$ cat src/rtl/param_mode_counter_pkg.sv
// Shared definitions for the parametrised mode counter: count-mode encodings
// used by the counter, its wrapper and the bench.
package param_mode_counter_pkg;

  localparam logic [1:0] MODE_WRAP     = 2'b00;
  localparam logic [1:0] MODE_SAT      = 2'b01;
  localparam logic [1:0] MODE_ONESHOT  = 2'b10;
  localparam logic [1:0] MODE_PINGPONG = 2'b11;

  typedef logic [1:0] count_mode_t;

endpackage

$ cat src/rtl/param_mode_counter_tick_prescaler.sv
// Enable-gated prescaler: emits one tick every prescale+1 enabled cycles.
module tick_prescaler
  import param_mode_counter_pkg::*;
#(
  parameter int PRESCALE_W = 4
) (
  input  logic                  clk,
  input  logic                  rst_n,
  input  logic                  en,
  input  logic                  clr,
  input  logic [PRESCALE_W-1:0] prescale,
  output logic                  tick
);

  localparam logic [PRESCALE_W-1:0] PRE_ONE = PRESCALE_W'(1);

  logic [PRESCALE_W-1:0] pre;
  logic [PRESCALE_W-1:0] pre_next;

  // Lowering prescale below pre lets pre run up through all-ones and wrap,
  // so no tick is produced early.
  always_comb begin
    tick     = 1'b0;
    pre_next = pre;
    if (clr) begin
      pre_next = '0;
    end else if (en) begin
      if (pre == prescale) begin
        tick     = 1'b1;
        pre_next = '0;
      end else begin
        pre_next = pre + PRE_ONE;
      end
    end else begin
      pre_next = pre;
    end
  end

  // Prescaler state register; rst_n is an active-high synchronous reset.
  always_ff @(posedge clk) begin
    if (rst_n) begin
      pre <= '0;
    end else begin
      pre <= pre_next;
    end
  end

endmodule

$ cat src/rtl/param_mode_counter.sv
// Parametrised up/down counter with load, prescaled enable, wrap/saturate/
// one-shot/ping-pong modes, compare match and terminal-count pulse.
module param_mode_counter
  import param_mode_counter_pkg::*;
#(
  parameter int WIDTH      = 8,
  parameter int PRESCALE_W = 4
) (
  input  logic                  clk,
  input  logic                  rst_n,
  input  logic                  en,
  input  logic                  dir,
  input  logic [1:0]            mode,
  input  logic                  load,
  input  logic [WIDTH-1:0]      load_val,
  input  logic [WIDTH-1:0]      cmp_val,
  input  logic [PRESCALE_W-1:0] prescale,
  output logic [WIDTH-1:0]      count,
  output logic                  tc,
  output logic                  match,
  output logic                  done,
  output logic                  dir_out
);

  localparam logic [WIDTH-1:0] ONE = WIDTH'(1);

  logic             tick;
  logic             pp_dir;
  logic             pp_dir_next;
  logic             eff_up;
  logic [WIDTH-1:0] term;
  logic [WIDTH-1:0] count_next;
  logic             tc_next;
  logic             done_next;
  logic             dir_out_next;

  function automatic logic [WIDTH-1:0] step(input logic [WIDTH-1:0] v, input logic up);
    return up ? (v + ONE) : (v - ONE);
  endfunction

  tick_prescaler #(.PRESCALE_W(PRESCALE_W)) u_prescaler (
    .clk      (clk),
    .rst_n    (rst_n),
    .en       (en),
    .clr      (load),
    .prescale (prescale),
    .tick     (tick)
  );

  // Next-count logic: load beats tick; a finished one-shot ignores ticks.
  always_comb begin
    eff_up       = (mode == MODE_PINGPONG) ? pp_dir : dir;
    term         = eff_up ? '1 : '0;
    count_next   = count;
    tc_next      = 1'b0;
    done_next    = done;
    pp_dir_next  = pp_dir;
    if (load) begin
      count_next  = load_val;
      done_next   = 1'b0;
      pp_dir_next = dir;
    end else if (tick && !done) begin
      if (count == term) begin
        tc_next = 1'b1;
        case (mode)
          MODE_WRAP:     count_next = step(count, eff_up);
          MODE_SAT:      count_next = count;
          MODE_ONESHOT:  done_next  = 1'b1;
          MODE_PINGPONG: begin
            pp_dir_next = ~pp_dir;
            count_next  = step(count, ~pp_dir);
          end
          default:       count_next = count;
        endcase
      end else begin
        count_next = step(count, eff_up);
      end
    end else begin
      count_next = count;
    end
    dir_out_next = (mode == MODE_PINGPONG) ? pp_dir_next : dir;
  end

  // Output and direction registers; rst_n is an active-high synchronous reset.
  always_ff @(posedge clk) begin
    if (rst_n) begin
      count   <= '0;
      tc      <= 1'b0;
      match   <= 1'b0;
      done    <= 1'b0;
      pp_dir  <= 1'b1;
      dir_out <= (mode == MODE_PINGPONG) ? 1'b1 : dir;
    end else begin
      count   <= count_next;
      tc      <= tc_next;
      match   <= (count_next == cmp_val);
      done    <= done_next;
      pp_dir  <= pp_dir_next;
      dir_out <= dir_out_next;
    end
  end

endmodule

$ cat config.mk
export PLATFORM = sky130hd
export DESIGN_NAME = param_mode_counter
export DESIGN_NICKNAME = d
export VERILOG_FILES = /design/src/rtl/param_mode_counter_pkg.sv /design/src/rtl/param_mode_counter_tick_prescaler.sv /design/src/rtl/param_mode_counter.sv
export SDC_FILE = /design/constraint.sdc
export NUM_CORES = 1
export LEC_CHECK = 0
export CORE_MARGIN = 5
export CORE_UTILIZATION = 40
export CTS_CLUSTER_DIAMETER = 30
export CTS_CLUSTER_SIZE = 28
export DETAILED_ROUTE_END_ITERATION = 10
export GPL_TIMING_DRIVEN = 1
export PLACE_DENSITY = 0.66
export SLEW_MARGIN = 10
export SYNTH_ARGS = -nofsm -noshare
export SYNTH_HDL_FRONTEND = slang
export SYNTH_SLANG_ARGS = --single-unit
$ cat constraint.sdc
create_clock -name clk -period 3.1 [get_ports clk]
set_clock_uncertainty 0.15 [all_clocks]
set_input_delay 0.465 -clock clk [delete_from_list [all_inputs] [get_ports clk]]
set_output_delay 0.465 -clock clk [all_outputs]
set_load 0.02 [all_outputs]
==> summary.txt, run 1 <==
GRT
  • GRT Total Usage: 18.16%
  • GRT Max-Usage Layer: met2
  • Total global routing overflow: 0
  • Met1 GRT Util: 25.17%
  • Number of global-route vias before repair: 1525
  • First-pass GRT wire length: 7410 um
  • Initial antenna violation count: 0
  • Largest net degree at the start of global routing: 16
  • GR Layer Usage met2: 28.51%
  • Grt met3 use: 2.632%

Floorplan
  • Die Wd: 72.26 um
  • Initial core utilization: 41.72%
  • CORE AREA: 0.003716 mm^2
  • Area of the die: 0.005221 mm^2
  • Row Count: 22
  • Die Ht: 72.26 um
  • IO Count: 39

Power
  • Maximum vdd drop: 0.0001922 V
  • Switching Share: 32.91%
  • Pwr per Cell Area: 304.1 mW/mm^2
  • Static leakage: 0.8748 nW
  • Combinational Power Share: 38.0%
  • Sequential fraction of design power: 35.9%
  • Clock power share: 26.1%
  • Switching power: 0.2233 mW
  • Pint: 0.4552 mW

Clock network
  • Clk Latency, worst-skew pair: 0.26 ns
  • H-tree levels: 1
  • Clock Pin Slew Worst Setup and Hold Paths: 0.07 ns
  • Clk sinks: 17
  • CTS root buf: clkbuf_8
  • CTS tree: yes
  • CTS Buffer Depth: 2
  • Num CTS Buffers: 3

Timing
  • RSZ-0062 raised after global routing: false
  • Final setup fails: 0
  • Final period util: 95.12%
  • Worst Max-Slew Pin Slew: 0.5265 ns
  • Min Tclk post-route: 2.949 ns
  • Max frequency: 339.1 MHz
  • Final Hold Fails: 0
  • Final Max Slew Viols: 0
  • Slew HR: 64.53%

Synth
  • Post-synthesis cell count: 190
  • Distinct cell type count of the synthesized netlist: 56
  • Ys flop type: dfxtp_1
  • Fraction of registers with async set/reset: 0%
  • Yosys warns: 0
  • Post-synth EDFFs: 0
  • Yosys top cell by area: dfxtp_1
  • Synth Area per Inst: 8.159 um^2
  • Synth top cells by count: 21 x nor2_1, 17 x dfxtp_1, 17 x xnor2_1
  • Synthesized Nets: 225
  • Post-synth top area share: 21.95%
  • Largest cells by area after synthesis: dfxtp_1 22%, xnor2_1 9.6%, ha_1 6.5%
  • Syn Std Cell Area: 0.001550 mm^2
  • Sequential cell area fraction in the yosys report: 21.95%
  • Count leader, synth: nor2_1
  • Yosys reg bits: 17

Worst hold path
  • Hold Path Origin: u_prescaler.pre[3]$_SDFFE_PP0P_
  • Hold crit path type: register to register

Critical path
  • Critical Path AT: 2.96 ns
  • Crit path from: mode[1]
  • Worst EP required: 3.11 ns
  • Crit path capture type: register
  • R2r startpoint: count[0]$_SDFF_PP0_
  • CP Class: primary input to register
  • Worst R2R Setup Slack: 0.35 ns
  • CP Launch Type: primary input
  • CP max FO: 4

Detailed routing
  • # DRC: 0
  • Pre-antenna DRT Iters: 4
  • Wirelength per Cell: 15.05 um
  • 1st-iter DRT viols: 105
  • Post-Route WL: 4501 um
  • DRT antenna net count: 0
  • Number of vias per cell: 5.334
  • Vias: 1595

Cells and area
  • Finished layout cell area: 0.002231 mm^2
  • Inserted Diodes: 0
  • Area grow syn2layout: 43.91%
  • # nets final: 287
  • Share of cells above drive strength 1: 21.12%
  • Final core occ: 60.03%

Run
  • Max_cap viols: 0

Placement
  • Port bufs: 38
  • Final Wtd Congestion: 0.9504
  • Dpl hpwl: 3527 um
  • DP Area: 0.002137 mm^2

Run status
  • Run status: finished clean
-- kinds of logic after synthesis --
logic type / synth area share (%)
fa+ha+maj: 6.457
buf+inv: 5.891
xor+xnor: 12.99
flops: 21.95
compound gates: 17.19
simple gates: 26.80
mux: 8.717
-- sequential cells by signal, summed over array words and instances (netlist names) --
signal	count
count	8
u_prescaler.pre	4
tc	1
match	1
done	1
pp_dir	1
dir_out	1
-- metal layers --
layer,vias up,wire (um)
met2,55,2055
met3,7,316
met4,0,74
li1,804,-
met5,-,0
met1,729,2053
-- critical path, cell delays in order --
cell	delay, ns
buf_2	0.12
ha_4	0.16
mux2i_4	0.25
ha_4	0.23
nand4b_1	0.20
or3_4	0.41
and2_4	0.18
a311oi_4	0.29
buf_4	0.17
a211oi_1	0.04
buf_4	0.15
xor2_1	0.13
and4_1	0.18
-- power groups by stage --
stage | clock network, mW | registers [mW] | logic [mW]
2_1_floorplan | 0 | 0.252 | 0.144
3_3_place_gp | 0 | 0.248 | 0.252
3_5_place_dp | 0 | 0.248 | 0.254
4_1_cts | 0.179 | 0.243 | 0.258
5_1_grt | 0.188 | 0.245 | 0.282
6_report | 0.177 | 0.243 | 0.258
-- path summary, 6_finish.rpt --
| check | end | cells after the start |
|---|---|---|
| worst max-delay path | match$_SDFF_PP0_ | 13 |
| worst max register to register | match$_SDFF_PP0_ | 11 |
| worst min register to register | u_prescaler.pre[3]$_SDFFE_PP0P_ | 2 |
| worst min-delay path | u_prescaler.pre[3]$_SDFFE_PP0P_ | 2 |
-- what timing repair did --
| action | CTS | global route |
|---|---|---|
| endpoints found under the setup margin | 3 | 1 |
| gates resized for setup | 11 | 2 |
| hold buffers | 0 | 0 |
| cloned | 0 | 0 |
| pin swaps | 10 | 3 |
| buffers inserted | 5 | 0 |
-- area by class of cell --
| class | count | area (um^2) |
|---|---|---|
| sequential | 17 | 340.3 |
| clock buffer | 4 | 45.04 |
| fill | 353 | 1485 |
| tap | 48 | 60.06 |
| multi-input combinational | 156 | 1172 |
| timing repair buffer | 67 | 586.8 |
| inverter | 7 | 26.28 |
-- cell usage in the layout (no fill, tap or decap), types with 4 or more instances in the layout --
| cell type | Yosys | routed |
|---|---|---|
| o21ai_0 | 5 | 5 |
| nand3_1 | 10 | 10 |
| xnor2_1 | 17 | 17 |
| xor2_1 | 6 | 6 |
| buf_4 | 1 | 29 |
| nor2b_1 | 5 | 5 |
| a21oi_1 | 4 | 4 |
| nor2_1 | 21 | 21 |
| clkdlybuf4s50_1 | 0 | 35 |
| ha_1 | 8 | 6 |
| nand2_1 | 14 | 14 |
| inv_1 | 6 | 6 |
| dfxtp_1 | 17 | 17 |
| nor3_1 | 5 | 5 |
| mux2i_1 | 9 | 9 |
-- stage by stage --
| step | std cells | power (mW) | setup WS, ns | setup TNS, ns | hold slack [ns] |
|---|---|---|---|---|---|
| 3_3_place_gp | 290 | 0.5005 | -0.5188 | -1.926 | 0.3683 |
| 4_1_cts | 299 | 0.6803 | 0.03410 | 0 | 0.3924 |
| 3_5_place_dp | 290 | 0.5019 | -0.5724 | -2.583 | 0.3735 |
| 5_1_grt | 299 | 0.7155 | 0.01223 | 0 | 0.4288 |
| 6_report | 299 | 0.6784 | 0.1511 | 0 | 0.3818 |
| 2_1_floorplan | 190 | 0.3960 | 0.0002645 | 0 | 0.3496 |
Note: power is estimated with default switching activity, not from simulation.
==> run 2, diff against run 1 <==
--- a/config.mk
+++ b/config.mk
@@ -5,8 +5,11 @@
 export SDC_FILE = /design/constraint.sdc
 export NUM_CORES = 1
 export LEC_CHECK = 0
+export CAP_MARGIN = 25
+export CORE_ASPECT_RATIO = 1.1
 export CORE_MARGIN = 5
 export CORE_UTILIZATION = 40
+export CTS_BUF_LIST = sky130_fd_sc_hd__clkbuf_8
 export CTS_CLUSTER_DIAMETER = 30
 export CTS_CLUSTER_SIZE = 28
 export DETAILED_ROUTE_END_ITERATION = 10
==> summary.txt, run 2 (synthesis results as in run 1) <==
Cells and area
  • Finished Layout Cells: 292 (-2.3%)
  • Largest register by flop count: count
  • Area grow syn2layout: 39.14%
  • Max FFs per register: 8 (unchanged)
  • Commonest non-fill, non-tap cell in the layout: clkdlybuf4s50_1
  • Top flop regs: count: 8 flops, u_prescaler.pre: 4 flops
  • Inserted Diodes: 0 (unchanged)
  • Share of cells above drive strength 1: 17.77% (-3.3 points)
  • # nets final: 278 (-3.1%)
  • # fillers: 372 (+5.4%)
  • Most frequent cells in the layout: 35 x clkdlybuf4s50_1, 21 x nor2_1, 20 x buf_4

Clock network
  • CTS Buffer Depth: 2 (unchanged)
  • CTS tree: yes
  • Clock Pin Slew Worst Setup and Hold Paths: 0.07 ns (about the same)
  • CTS root buf: clkbuf_8
  • Num CTS Buffers: 3 (unchanged)
  • H-tree levels: 1 (unchanged)
  • CTS Hold Bufs: 0 (unchanged)
  • Clk Latency, worst-skew pair: 0.25 ns (about the same)
  • Clk sinks: 17 (unchanged)

Critical path
  • CP max-delay cell: or3_4
  • R2r startpoint: count[0]$_SDFF_PP0_
  • Worst EP required: 3.15 ns (+0.04 ns)
  • Buf/Inv on CP: 2 (-1)
  • Crit path capture type: register
  • CP Cell Sequence: buf_2 > ha_4 > mux2i_4 > ha_4 > nand4b_1 > or3_4 > buf_4 > nand2_4 > nand3_1 > a32o_2 > xnor2_1 > nor4_1 > and4_1
  • Critical path's most frequent cell: ha_4
  • Critical Path AT: 3.00 ns (+0.04 ns)
  • CP max FO: 5 (+1)
  • CP Launch Type: primary input
  • CP delay by family, top: simple AND/OR/NAND/NOR gates
  • CP Class: primary input to register
  • CP max stage delay: 0.41 ns (about the same)
  • Crit path from: mode[0]

Run
  • Max_cap viols: 0 (unchanged)

GRT
  • Largest net degree at the start of global routing: 16 (unchanged)
  • Number of global-route vias before repair: 1556 (+2.0%)
  • GRT Total Usage: 16.85% (-1.3 points)
  • Total global routing overflow: 0 (unchanged)
  • Initial antenna violation count: 0 (unchanged)
  • First-pass GRT wire length: 7189 um (-3.0%)

Detailed routing
  • Pre-antenna DRT Iters: 4 (unchanged)
  • Number of vias per cell: 5.336 (about the same)
  • Metal2 WL: 1902 um (-7.4%)
  • Wirelength per Cell: 14.41 um (-4.3%)
  • Met1 WL: 1943 um (-5.4%)
  • Vias: 1558 (-2.3%)
  • # DRC: 0 (unchanged)
  • 1st-iter DRT viols: 111 (+5.7%)
  • DRT antenna net count: 0 (unchanged)
  • Post-Route WL: 4207 um (-6.5%)
  • Max layer used: met4
  • Routed met3 length: 267 um (-16%)

Timing
  • Slew HR: 68.74% (+4.2 points)
  • Smallest hold slack: 0.3894 ns (+0.007577 ns)
  • Final Hold Fails: 0 (unchanged)
  • RSZ-0062 raised after global routing: false
  • Final period util: 95.33% (+0.21 points)
  • Worst Max-Slew Pin Slew: 0.4683 ns (-0.05825 ns)
  • Min Tclk post-route: 2.955 ns (+0.006388 ns)
  • Final Max Slew Viols: 0 (unchanged)
  • Max frequency: 338.4 MHz (-0.22%)
  • Final setup fails: 0 (unchanged)

Placement
  • Placed cell count: 284 (-2.1%)
  • Port bufs: 38 (unchanged)
  • Final Wtd Congestion: 0.8910 (-6.3%)
  • Dpl hpwl: 3284 um (-6.9%)

Floorplan
  • Die Wd: 69.36 um (-4.0%)
  • Die Ht: 75.30 um (+4.2%)
  • Area of the die: 0.005222 mm^2 (about the same)
  • Initial core utilization: 42.09% (+0.37 points)
  • Row Count: 23 (+4.5%)
  • CORE AREA: 0.003684 mm^2 (-0.88%)
  • IO Count: 39 (unchanged)

Worst hold path
  • Hold crit path type: register to register
  • Hold Path Origin: u_prescaler.pre[3]$_SDFFE_PP0P_

Power
  • Static leakage: 0.8357 nW (-4.5%)
  • Overall power: 0.6489 mW (-4.4%)
  • Pwr per Cell Area: 300.8 mW/mm^2 (-1.1%)
  • Maximum vdd drop: 0.0001998 V (+4.0%)

Run status
  • Run status: finished clean
==> run 2: cell count changes in the layout (fill, tap and decap cells not counted), sizes merged <==
cell / before / now
inv: 7 / 8
clkbuf: 4 / 3
buf: 31 / 22
==> run 2: final timing paths <==
| kind | endpoint | slack [ns] | cells after the start |
|---|---|---|---|
| worst max-delay path | match$_SDFF_PP0_ | 0.14 | 13 |
| worst min-delay path | u_prescaler.pre[3]$_SDFFE_PP0P_ | 0.39 | 2 |
| worst max register to register | match$_SDFF_PP0_ | 0.24 | 11 |
| worst min register to register | u_prescaler.pre[3]$_SDFFE_PP0P_ | 0.39 | 2 |
==> run 2: power breakdown <==
| group | switching [mW] | leakage (nW) | internal (mW) |
|---|---|---|---|
| logic | 0.115 | 0.669 | 0.125 |
| clock network | 0.0765 | 0.0269 | 0.0879 |
| registers | 0.0163 | 0.139 | 0.228 |
==> run 2: routing by layer <==
| layer | GRT usage (%) | up-vias |
|---|---|---|
| met3 | 1.979 | 9 |
| met2 | 26.06 | 53 |
| li1 | - | 784 |
| met1 | 23.40 | 712 |
| met4 | 8.677 | 0 |
| met5 | 0 | - |
==> run 2: final cells by class <==
| class | count | area, um^2 | area share [%] |
|---|---|---|---|
| Sequential cell | 17 | 340.3 | 15.78 |
| Tap cell | 50 | 62.56 | 2.900 |
| Clock inverter | 1 | 3.754 | 0.1740 |
| Multi-Input combinational cell | 156 | 1164 | 53.94 |
| Timing Repair Buffer | 58 | 519.2 | 24.07 |
| Clock buffer | 3 | 41.29 | 1.914 |
| Inverter | 7 | 26.28 | 1.218 |
==> run 2: through the flow <==
step,setup slack [ns],setup TNS (ns),instance area [um^2],util (%)
after detailed placement,-0.5163,-2.171,2079,56.45
after floorplan,0.0002645,0,1582,-
after global placement,-0.4484,-1.774,2079,56.45
after CTS,0.01195,0,2153,58.46
final,0.1448,0,2157,58.56
after global routing,0.01723,0,2157,58.56
==> run 2: worst register-to-register path, stage by stage (launching register included) <==
cell and delay, ns:
dfxtp_1 0.43, inv_1 0.20, ha_4 0.26, nand4b_1 0.22
or3_4 0.41, buf_4 0.16, nand2_4 0.09, nand3_1 0.07
a32o_2 0.28, xnor2_1 0.12, nor4_1 0.22, and4_1 0.21
==> run 2: repair_timing <==
item,in CTS,in global routing
endpoints found under the setup margin,3,1
buffers inserted,2,2
pin swaps,5,7
resized for setup,9,3
==> run 3, diff against run 2 <==
--- a/config.mk
+++ b/config.mk
@@ -13,7 +13,6 @@
 export CTS_CLUSTER_DIAMETER = 30
 export CTS_CLUSTER_SIZE = 28
 export DETAILED_ROUTE_END_ITERATION = 10
-export GPL_TIMING_DRIVEN = 1
 export PLACE_DENSITY = 0.66
 export SLEW_MARGIN = 10
 export SYNTH_ARGS = -nofsm -noshare
==> results of run 3 <==
The final DEF is identical to that of run 2; final timing and power are the same.
